**src/rtl/pwm_multi_pkg.sv**
```systemverilog
// Shared defaults and encodings for the multi-channel PWM block.
// Imported by the channel slice and by the top level.
package pwm_multi_pkg;

    localparam int NCH_DEF = 4;
    localparam int CW_DEF  = 16;

    typedef enum logic {
        EDGE   = 1'b0,
        CENTER = 1'b1
    } mode_e;

    typedef enum logic {
        IDLE = 1'b0,
        RUN  = 1'b1
    } state_e;

endpackage

```
**src/rtl/pwm_chan.sv**
```systemverilog
// One PWM channel: period counter, shadowed settings, compare and registered output.
// state | meaning: IDLE = parked, output follows inv; RUN = counting with shadowed settings.
module pwm_chan
    import pwm_multi_pkg::*;
#(
    parameter int CW = CW_DEF
) (
    input  logic          clk,
    input  logic          reset,
    input  logic          en,
    input  logic [CW-1:0] period,
    input  logic [CW-1:0] compare,
    input  logic          center,
    input  logic          inv,
    output logic          out,
    output logic          prd_end
);

    state_e        state, state_nxt;
    mode_e         ma, ma_nxt;
    logic [CW-1:0] cnt, cnt_nxt;
    logic [CW-1:0] pa, pa_nxt;
    logic [CW-1:0] ca, ca_nxt;
    logic          ia, ia_nxt;
    logic          down, down_nxt;
    logic          out_nxt;
    logic          last;

    // In center mode a period of 0 or 1 never enters the down phase.
    always_comb begin
        last = 1'b0;
        if (ma == EDGE)
            last = (cnt == pa);
        else if (down)
            last = (cnt == CW'(1));
        else
            last = (cnt == pa) && (pa <= CW'(1));
    end

    assign prd_end = (state == RUN) && last;

    always_comb begin
        state_nxt = state;
        cnt_nxt   = cnt;
        down_nxt  = down;
        pa_nxt    = pa;
        ca_nxt    = ca;
        ma_nxt    = ma;
        ia_nxt    = ia;
        out_nxt   = (state == RUN) ? ((cnt < ca) ^ ia) : inv;
        case (state)
            IDLE: begin
                cnt_nxt  = '0;
                down_nxt = 1'b0;
                if (en) begin
                    state_nxt = RUN;
                    pa_nxt    = period;
                    ca_nxt    = compare;
                    ma_nxt    = mode_e'(center);
                    ia_nxt    = inv;
                end
            end
            RUN: begin
                if (!en) begin
                    state_nxt = IDLE;
                    cnt_nxt   = '0;
                    down_nxt  = 1'b0;
                end else if (last) begin
                    cnt_nxt  = '0;
                    down_nxt = 1'b0;
                    pa_nxt   = period;
                    ca_nxt   = compare;
                    ma_nxt   = mode_e'(center);
                    ia_nxt   = inv;
                end else if (ma == CENTER && !down && cnt == pa) begin
                    down_nxt = 1'b1;
                    cnt_nxt  = cnt - CW'(1);
                end else if (down) begin
                    cnt_nxt = cnt - CW'(1);
                end else begin
                    cnt_nxt = cnt + CW'(1);
                end
            end
            default: state_nxt = IDLE;
        endcase
    end

    always_ff @(posedge clk) begin
        if (reset) begin
            state <= IDLE;
            cnt   <= '0;
            down  <= 1'b0;
            pa    <= '0;
            ca    <= '0;
            ma    <= EDGE;
            ia    <= 1'b0;
            out   <= 1'b0;
        end else begin
            state <= state_nxt;
            cnt   <= cnt_nxt;
            down  <= down_nxt;
            pa    <= pa_nxt;
            ca    <= ca_nxt;
            ma    <= ma_nxt;
            ia    <= ia_nxt;
            out   <= out_nxt;
        end
    end

endmodule

```
**src/rtl/pwm_multi.sv**
```systemverilog
// Bank of NCH independent PWM channels sharing one clock and reset.
// Each channel slices its period/compare fields from the packed input buses.
module pwm_multi
    import pwm_multi_pkg::*;
#(
    parameter int NCH = NCH_DEF,
    parameter int CW  = CW_DEF
) (
    input  logic              mclk,
    input  logic              reset,
    input  logic [NCH-1:0]    en,
    input  logic [NCH*CW-1:0] period,
    input  logic [NCH*CW-1:0] compare,
    input  logic [NCH-1:0]    center,
    input  logic [NCH-1:0]    inv,
    output logic [NCH-1:0]    out,
    output logic [NCH-1:0]    prd_end
);

    for (genvar i = 0; i < NCH; i++) begin : g_chan
        pwm_chan #(
            .CW(CW)
        ) u_chan (
            .clk     (mclk),
            .reset   (reset),
            .en      (en[i]),
            .period  (period[i*CW +: CW]),
            .compare (compare[i*CW +: CW]),
            .center  (center[i]),
            .inv     (inv[i]),
            .out     (out[i]),
            .prd_end (prd_end[i])
        );
    end

endmodule

```
**config.mk**
```make
export PLATFORM = sky130hd
export DESIGN_NAME = pwm_multi
export DESIGN_NICKNAME = d
export VERILOG_FILES = /design/src/rtl/pwm_multi_pkg.sv /design/src/rtl/pwm_chan.sv /design/src/rtl/pwm_multi.sv
export SDC_FILE = /design/constraint.sdc
export NUM_CORES = 1
export LEC_CHECK = 0
export ABC_AREA = 1
export BUFFER_PORTS_ARGS = -buffer_cell sky130_fd_sc_hd__buf_4
export CORE_MARGIN = 5
export CORE_UTILIZATION = 44
export CTS_BUF_LIST = sky130_fd_sc_hd__clkbuf_4 sky130_fd_sc_hd__clkbuf_8
export CTS_CLUSTER_SIZE = 25
export DETAILED_ROUTE_END_ITERATION = 6
export HOLD_SLACK_MARGIN = 0.08
export SLEW_MARGIN = 10
export SYNTH_ARGS = -nofsm -noshare
export SYNTH_HDL_FRONTEND = slang
export SYNTH_SLANG_ARGS = --single-unit
```
**constraint.sdc**
```tcl
create_clock -name mclk -period 4.9 [get_ports mclk]
set_input_delay 0.245 -clock mclk [delete_from_list [all_inputs] [get_ports mclk]]
set_output_delay 0.245 -clock mclk [all_outputs]
set_load 0.02 [all_outputs]
```
Yosys cells after proc, flatten, opt, wreduce, memory -nomap -nowiden:

Cells that the tools add are included.

* flip-flop bits (word level): 212
* bits of input ports: 142
* output and inout bits: 8
* word-level logic and storage cells: 220

* add/sub/neg operators: 8
* magnitude comparators: 8
* equality and inequality tests: 24
* multiplexer cells: 116
* bitwise operators: 8
* reduce and logical (&&, ||, !) cells: 24

Operators with widths (count)
* $mux 16: 40
* $pmux 16 s2: 12
* $add 16x1->16 const B: 4
* $eq 16x1->1 const B: 4
* $eq 16x16->1: 4
* $le 16x1->1 const B: 4
* $lt 16x16->1: 4
* $sub 16x1->16 const B: 4
* $mux 1: 52
* $ne 2x2->1 const B: 12
* $pmux 1 s2: 12
* $logic_and 1x1->1: 16
* $ne 4x4->1 const B: 4
* $reduce_and 3->1: 4
* $logic_not 1->1: 4
* $not 1->1: 4
* $xor 1x1->1: 4

Logic depth before layout (Yosys ltp):

Gate-level depths: netlist (run 1).

* depth after elaboration: 7
* mapped depth: 14
* depth with buffers taken out: 13

Modules after synthesis:

A second synthesis (run 1) with hierarchy kept.

* cell total of the unflattened synthesis: 2600
* area total of the unflattened synthesis: 15339.7 um2

By module, submodules not included
* pwm_chan: times used 4, cells an instance 650, area each 3834.9 um2, sequential area each 1061.0 um2

Worst setup path before layout (run 1):

OpenSTA, ideal clock, no wires.

* path kind: register to register
* start: register g_chan[1].u_chan.cnt[8]
* end: register g_chan[1].u_chan.cnt[7]
* setup time: 128 ps
* data arrival time: 1480 ps
* data required time: 4772 ps
* path slack: 3293 ps
* stages on the path, launching flop included: 14
* path buffers: 3
* clock period less this slack: 1607 ps
* cells stage by stage: dfxtp_1 > buf_2 > inv_1 > nand2_1 > nand2_1 > nor2_1 > nand2_1 > nor2_1 > and2_1 > buf_2 > nand2_2 > buf_4 > nand2_1 > a21oi_1

* word-level cells in the longest chain between the ends: 7
* elaborated cells on any way between the ends: 10
* classes of those cells: eq/ne (2); mux (6); reduce/logical (2)

Ends and longest elaborated chain
* start: declaration: RTL line pwm_chan.sv:21 `logic [CW-1:0] cnt, cnt_nxt;`
* start signal: assignment: RTL line pwm_chan.sv:100 `cnt <= cnt_nxt;`
* $eq 16x16->1: RTL line pwm_chan.sv:33, pwm_chan.sv:37, pwm_chan.sv:75
* $logic_and 1x1->1: RTL line pwm_chan.sv:37 `last = (cnt == pa) && (pa <= CW'(1));`
* $mux 1: RTL line pwm_chan.sv:34 `else if (down)`
* $mux 1: RTL line pwm_chan.sv:32 `if (ma == EDGE)`
* $mux 16 (*): RTL line pwm_chan.sv:68 `end else if (last) begin`
* $mux 16 (*): RTL line pwm_chan.sv:64 `if (!en) begin`
* $pmux 16 s2 (*): RTL line pwm_chan.sv:51 `case (state)`

Every way passes the cells marked *; elsewhere a longest branch is shown, timed or not.
A chain may end at the register's enable or synchronous reset.

Worst setup path in the final report (run 1):

* start: register g_chan[3].u_chan.down
* end: register g_chan[3].u_chan.pa[8]

* word-level cells in the longest chain between the ends: 4

Ends and longest elaborated chain
* start: declaration: RTL line pwm_chan.sv:25 `logic down, down_nxt;`
* start signal: assignment: RTL line pwm_chan.sv:101 `down <= down_nxt;`
* $mux 1: RTL line pwm_chan.sv:34
* $mux 1: RTL line pwm_chan.sv:32
* $ne 2x2->1 (no source line)
* $reduce_and 3->1 (no source line)
* end signal: assignment: RTL line pwm_chan.sv:102 `pa <= pa_nxt;`
* end: declaration: RTL line pwm_chan.sv:22 `logic [CW-1:0] pa, pa_nxt;`

Every way passes these cells.

==> impl_metrics.csv, run 1 <==
group,metric,value,unit
run_status,status,"finished, final reports clean",
yosys,yosys-top-cells-count,"nand2_1 (694), inv_1 (335), nor2_1 (323)",
yosys,synth_top_family_by_area,"simple AND/OR/NAND/NOR gates",
power,p_leak,9.10,nW
placed_design,portBuffers,149,
clocking,ctsHoldBuffers,137,
clocking,h-tree-depth,2,
worst_setup_path,start_kind,"register",
sta,rsz0062_at_grt,"no",
yosys,syn_nets,2762,
die,die_x,197,um
die,row_count,68,
worst_setup_path,crit_buf_inv,1,
worst_setup_path,worstPathArrival,3.32,ns
yosys,synth_top_area_share,27.7,%
sta,fin_ws,2.12,ns
power,powerDensity,243,nW/um^2
sta,tightest_slew,1.09,ns
layout,nFillCells,3471,
yosys,ys_ff_latch,212,
job,drv_cap,0,
detailed_routing,drt.antenna.violating_nets,0,
layout,final_layout_size_suffix_gt1_share,10.8,%
layout,area_delta_synth_final,21.4,%
yosys,synth_compound_area_share,9.65,%
detailed_routing,drc,0,
clocking,numCtsBuffers,41,
power,p_total,4.53,mW
placed_design,post-place-ws,2.12,ns
worst_setup_path,max_stage_delay,0.81,ns
clocking,cts_tree,"yes",
worst_setup_path,r2r_setup_slack,2.12,ns
worst_setup_path,critPathKind,"register to register",
layout,ff_latch_area,4240,sq um
worst_setup_path,r2r_cells,11,
yosys,synth-edff-count,0,
worst_setup_path,crit_required,5.44,ns
yosys,async_flop_share,0,%
hold_path,whs_endpoint,"g_chan[1].u_chan.state$_SDFF_PP0_",
clocking,cts_resized,0,
yosys,syn_inst,2548,
sta,fin_hold_ws,0.218,ns
sta,final.setup_skew,0.0314,ns
hold_path,hp-class,"primary input to register",
placed_design,place.gp.congestion,0.970,
yosys,ys_warn_count,0,
yosys,synth_xor_area_share,5.88,%
sta,slew_violations,0,
worst_setup_path,crit_chain,"nor2_1 -> nand3_1 -> nor2_1 -> nand2_1 -> nand2_1 -> nand3_2 -> nand3_2 -> buf_4 -> nand3_1 -> nand2_1 -> nor2_1",
power,irDropWorstVdd,0.159,mV
worst_setup_path,r2r-start,"g_chan[3].u_chan.down$_SDFFE_PP0P_",
detailed_routing,viasPerCell,4.93,
placed_design,dp_hpwl,31000,um
yosys,synth_cell_types,30,
global_routing,track_usage,22.8,%
yosys,yosysMostFrequentCell,"nand2_1",
die,die_y,197,um
layout,layout.nets,2974,
worst_setup_path,cpMaxStageDelayCell,"dfxtp_1",
die,start_util,44.5,%
detailed_routing,wl_per_cell,13.8,um
yosys,yosys-top-cells-area,"dfxtp_1 (28%), nand2_1 (17%), nand3_1 (9.0%)",
hold_path,min-delay-start,"en[1]",
yosys,seq_area_frac_synth,27.7,%
detailed_routing,vias,16000,
worst_setup_path,crit_path_max_fanout,39,
worst_setup_path,critical_path_depth,11,
yosys,synthAdderAreaFrac,5.87,%
hold_path,hold_depth,3,
layout,final_util,54.1,%
detailed_routing,drtPass1Iterations,7,
global_routing,grt_pass1_wl,74600,um
yosys,synthSimpleGateAreaFrac,37.0,%
global_routing,grt_pass1_vias,15200,
detailed_routing,drt-initial-drc-count,880,
die,coreArea,34500,sq um
global_routing,overflow,0,
clocking,root_buffer,"clkbuf_8",
worst_setup_path,timing.rr.end,"g_chan[3].u_chan.pa[8]$_SDFFE_PP0P_",
clocking,cts.sink_count,212,
sta,hold_violations,0,
sta,setup_viol,0,
sta,post-route-min-period,2.78,ns
worst_setup_path,cp-end-kind,"register",
die,pin_count,150,
sta,slew_headroom,27.0,%
yosys,yosys.area.top_type,"dfxtp_1",
clocking,clock_latency,0.60,ns
clocking,postCtsSetupBuffers,0,
global_routing,antenna_found_initial,1,
yosys,ys.flop_type,"dfxtp_1",
sta,fin_setup_tns,0,ns
die,dieArea,38700,sq um
detailed_routing,routed_wirelength,44900,um
global_routing,grt_max_degree,90,
clocking,clk_pin_slew_worst_paths,0.06,ns
yosys,synth_area,15300,sq um
yosys,syn_avg_cell_area,6.02,sq um
clocking,clockBufferDepth,3,
worst_setup_path,cp_top_family,"simple AND/OR/NAND/NOR gates",
yosys,synthMuxAreaShare,0,%
layout,multiInputGateArea,8960,sq um
sta,period_share,56.8,%
sta,max_freq,359,MHz
[state kept, by name, indices dropped and copies added (netlist names)]
register and cells:
g_chan.u_chan.ma 4, g_chan.u_chan.out 4, g_chan.u_chan.down 4, g_chan.u_chan.pa 64
g_chan.u_chan.ca 64, g_chan.u_chan.cnt 64, g_chan.u_chan.state 4, g_chan.u_chan.ia 4
[worst min-delay path, cell delays in order]
cell	delay, ns
buf_4	0.30
nand2_1	0.15
inv_1	0.06
[cell families (layout without fill, tap and decap cells)]
logic type                 after synthesis  count (layout)
and+or+nand+nor                       1374            1374
adders and majority gates               72              72
DFF                                    212             212
xor gates and xnor gates               103             103
other                                    0               2
buffers and inverters                  507             744
AOI/OAI and AO/OA                      280             280
[area by class of cell]
class | instances | area share [%]
clock buffers | 64 | 4.33
repair buffers | 296 | 13.8
multi-input cells | 1829 | 48.1
well taps | 455 | 3.06
clock inverters | 4 | 0.255
inverters | 380 | 7.67
diodes | 2 | 0.0269
flip-flops and latches | 212 | 22.8
[placed cells by master, fill, tap and decap left out, types with 6 or more instances in the layout]
master         instances
dlygate4sd3_1        137
inv_1                335
nand4_1               22
buf_4                159
clkbuf_8              52
o21ai_0               33
clkbuf_4              12
nor2_1               323
nor3_1                38
a21oi_2               15
xor2_1                99
nand3_2                6
nand3_1              277
inv_2                 44
nand2_1              694
dfxtp_1              212
o21ai_1                7
a21oi_1              216
ha_1                  72
[metrics by stage]
stage                     cells  instance area (sq um)
after floorplan            2548                  15300
after global placement     3035                  16400
after detailed placement   3035                  16400
after CTS                  3240                  18600
after global routing       3241                  18600
final                      3242                  18600
[worst max path at each step]
stage                                             from                              endpoint  slack [ns]
CTS                 g_chan[3].u_chan.down$_SDFFE_PP0P_  g_chan[3].u_chan.pa[12]$_SDFFE_PP0P_        2.09
floorplan           g_chan[1].u_chan.cnt[8]$_SDFF_PP0_    g_chan[1].u_chan.cnt[7]$_SDFF_PP0_        3.29
finish              g_chan[3].u_chan.down$_SDFFE_PP0P_   g_chan[3].u_chan.pa[8]$_SDFFE_PP0P_        2.12
global placement    g_chan[3].u_chan.down$_SDFFE_PP0P_   g_chan[3].u_chan.ca[1]$_SDFFE_PP0P_        2.23
global route        g_chan[3].u_chan.down$_SDFFE_PP0P_  g_chan[3].u_chan.pa[11]$_SDFFE_PP0P_        1.78
detailed placement  g_chan[3].u_chan.down$_SDFFE_PP0P_   g_chan[3].u_chan.ca[7]$_SDFFE_PP0P_        2.12
[power breakdown]
part / internal [mW] / total (mW) / switching (mW)
logic: 0.349 / 0.764 / 0.415
registers: 1.82 / 1.90 / 0.0771
clock network: 1.09 / 1.87 / 0.783
[per-layer routing]
layer	vias up	part of all wire (%)	track usage [%]
met5	-	0	0
met4	0	2.4	6.32
met3	85	5.0	4.17
met2	376	46	38.0
met1	7139	47	30.3
li1	8383	-	-
(Power assumes the default switching activity.)
==> inputs of run 2 (changes only) <==
--- a/config.mk
+++ b/config.mk
@@ -5,7 +5,7 @@
 export SDC_FILE = /design/constraint.sdc
 export NUM_CORES = 1
 export LEC_CHECK = 0
-export ABC_AREA = 1
+export ABC_AREA = 0
 export BUFFER_PORTS_ARGS = -buffer_cell sky130_fd_sc_hd__buf_4
 export CORE_MARGIN = 5
 export CORE_UTILIZATION = 44
==> constraint.sdc (replaced) <==
create_clock -name mclk -period 2.7 [get_ports mclk]
set_input_delay 0.135 -clock mclk [delete_from_list [all_inputs] [get_ports mclk]]
set_output_delay 0.135 -clock mclk [all_outputs]
set_load 0.02 [all_outputs]
==> impl_metrics.csv, run 2 <==
group,metric,value,unit
run_status,status,"finished, final reports clean",
sta,slew_violations,0,
detailed_routing,vias,12300,
worst_setup_path,crit_required,2.57,ns
yosys,yosys-top-cells-area,"dfxtp_1 (32%), mux2i_1 (13%), nand2b_1 (8.0%)",
global_routing,grt_max_degree,92,
clocking,root_buffer,"clkbuf_8",
worst_setup_path,cp-end-kind,"primary output",
die,pin_count,150,
power,power_switching,2.16,mW
placed_design,place_inst,2080,
yosys,synth-edff-count,0,
layout,antenna_cells,0,
detailed_routing,drt-initial-drc-count,690,
clocking,clock_latency,0.55,ns
global_routing,grt_pass1_vias,12400,
yosys,synth_top_area_share,31.6,%
yosys,ys_ff_latch,212,
worst_setup_path,critPathKind,"register to primary output",
layout,final_layout_size_suffix_gt1_share,16.7,%
layout,area_delta_synth_final,28.9,%
yosys,syn_nets,1798,
yosys,syn_inst,1584,
detailed_routing,viasPerCell,5.38,
power,powerDensity,460,nW/um^2
sta,max_freq,380,MHz
yosys,yosys-top-cells-count,"dfxtp_1 (212), mux2i_1 (180), nand2b_1 (171)",
power,seqPwrFrac,43.0,%
job,drv_cap,0,
layout,layout.nets,2084,
yosys,seq_area_frac_synth,31.6,%
sta,period_share,97.4,%
sta,setup_viol,0,
power,p_leak,7.51,nW
sta,tightest_slew,0.831,ns
yosys,ys.flop_type,"dfxtp_1",
clocking,clockBufferDepth,3,
power,p_sw_share,27.2,%
clocking,h-tree-depth,2,
layout,layout_commonest_cell,"buf_4",
detailed_routing,drtPass1Iterations,5,
yosys,synth_cell_types,69,
layout,mostFrequentLayoutCells,"buf_4 (206), dfxtp_1 (205), mux2i_1 (180)",
layout,nFillCells,2668,
power,p_int,5.79,mW
yosys,async_flop_share,0,%
sta,final.setup_skew,0.0236,ns
detailed_routing,wl_per_cell,16.8,um
hold_path,hp-class,"primary input to register",
detailed_routing,drt.antenna.violating_nets,0,
detailed_routing,drc,0,
power,clock_power_share,39.7,%
power,pwr-share-comb,17.2,%
worst_setup_path,crit_path_max_fanout,7,
global_routing,antenna_found_initial,0,
placed_design,dp_hpwl,27300,um
global_routing,overflow,0,
clocking,postCtsSetupBuffers,0,
die,dieArea,34100,sq um
global_routing,track_usage,22.3,%
placed_design,portBuffers,149,
yosys,yosys.area.top_type,"dfxtp_1",
placed_design,place.gp.congestion,0.902,
detailed_routing,routed_wirelength,38500,um
yosys,syn_avg_cell_area,8.48,sq um
layout,final_util,57.0,%
die,coreArea,30300,sq um
sta,post-route-min-period,2.63,ns
worst_setup_path,worstPathArrival,2.49,ns
die,start_util,44.2,%
sta,hold_violations,0,
clocking,numCtsBuffers,40,
die,die_x,185,um
layout,top_regs,"g_chan.u_chan.ca: 64 flops, g_chan.u_chan.cnt: 64 flops, g_chan.u_chan.pa: 64 flops",
sta,rsz0062_at_grt,"no",
yosys,ys_warn_count,0,
sta,fin_setup_tns,0,ns
clocking,cts.sink_count,212,
global_routing,grt_pass1_wl,63400,um
clocking,clk_pin_slew_worst_paths,0.06,ns
sta,slew_headroom,44.6,%
worst_setup_path,start_kind,"register",
die,die_y,185,um
yosys,yosysMostFrequentCell,"dfxtp_1",
die,row_count,64,
clocking,cts_tree,"yes",
power,irDropWorstVdd,0.272,mV
yosys,synth_area,13400,sq um
layout,layoutNonFillerInstCount,2290,
==> run 2: timing repair <==
| item | 4_1_cts | 5_1_grt |
|---|---|---|
| setup endpoints to repair | 3 | 4 |
| resized for setup | 3 | 21 |
| cloned | 0 | 0 |
| pin swaps | 0 | 0 |
| endpoints found under the hold margin | 144 | 0 |
| hold buffers | 144 | 0 |
==> run 2: worst max-delay path, cell delays in order (launching register included) <==
cell and delay [ns]:
dfxtp_1 0.41, or3_4 0.40, or3_4 0.36, or3_4 0.36, a21boi_1 0.24, buf_4 0.19
==> run 2: final timing paths <==
check                                             from                                    to  slack (ns)  cells after the start
hold reg to reg   g_chan[0].u_chan.ca[15]$_SDFFE_PP0P_  g_chan[0].u_chan.ca[15]$_SDFFE_PP0P_        0.47                      2
hold / removal                              period[48]   g_chan[3].u_chan.pa[0]$_SDFFE_PP0P_        0.37                      4
setup / recovery    g_chan[2].u_chan.cnt[5]$_SDFF_PP0_                            prd_end[2]        0.07                      5
setup reg to reg    g_chan[2].u_chan.cnt[5]$_SDFF_PP0_   g_chan[2].u_chan.ca[7]$_SDFFE_PP0P_        0.23                      7
==> run 2: metal layers <==
metal  global-route usage [%]  vias up  wire length, um
met5                        0        -                0
met4                     6.08        0              702
met1                     30.9     5716            18200
li1                         -     6147                -
met2                     36.3      395            17300
met3                     3.49       62             2330
==> run 2: cells by family (layout without fill, tap and decap cells) <==
group | after synthesis | in the layout | share of synthesized area, %
fa+ha+maj | 72 | 72 | 6.71
flops | 212 | 212 | 31.6
simple gates | 675 | 675 | 27.2
compound gates | 172 | 172 | 9.31
buf+inv | 204 | 514 | 7.21
mux | 181 | 181 | 13.5
xor+xnor | 68 | 68 | 4.44
==> run 2: cell type report <==
cell class | instances | area (sq um) | share of cell area [%]
clock buffer | 59 | 756 | 4.37
clock inverter | 7 | 40.0 | 0.231
inverter | 94 | 353 | 2.04
multi-input combinational | 1168 | 8340 | 48.2
sequential | 212 | 4250 | 24.6
tap | 396 | 495 | 2.86
timing repair buffer | 354 | 3070 | 17.7
==> run 2: power groups by stage <==
stage | combinational (mW) | sequential, mW | clock, mW
after floorplan | 0.832 | 3.43 | 0
after detailed placement | 1.17 | 3.49 | 0
after global routing | 1.50 | 3.44 | 3.41
after CTS | 1.35 | 3.42 | 3.26
after global placement | 1.16 | 3.49 | 0
final | 1.37 | 3.42 | 3.16
==> run 2: through the flow <==
stage	total power [mW]	setup slack [ns]	hold slack, ns	instance area, sq um
floorplan	4.27	0.389	0.210	13400
global placement	4.65	0.324	0.367	15000
detailed placement	4.66	0.253	0.375	15000
CTS	8.03	0.00349	0.332	17200
global route	8.35	0.00374	0.347	17300
finish	7.95	0.0715	0.371	17300
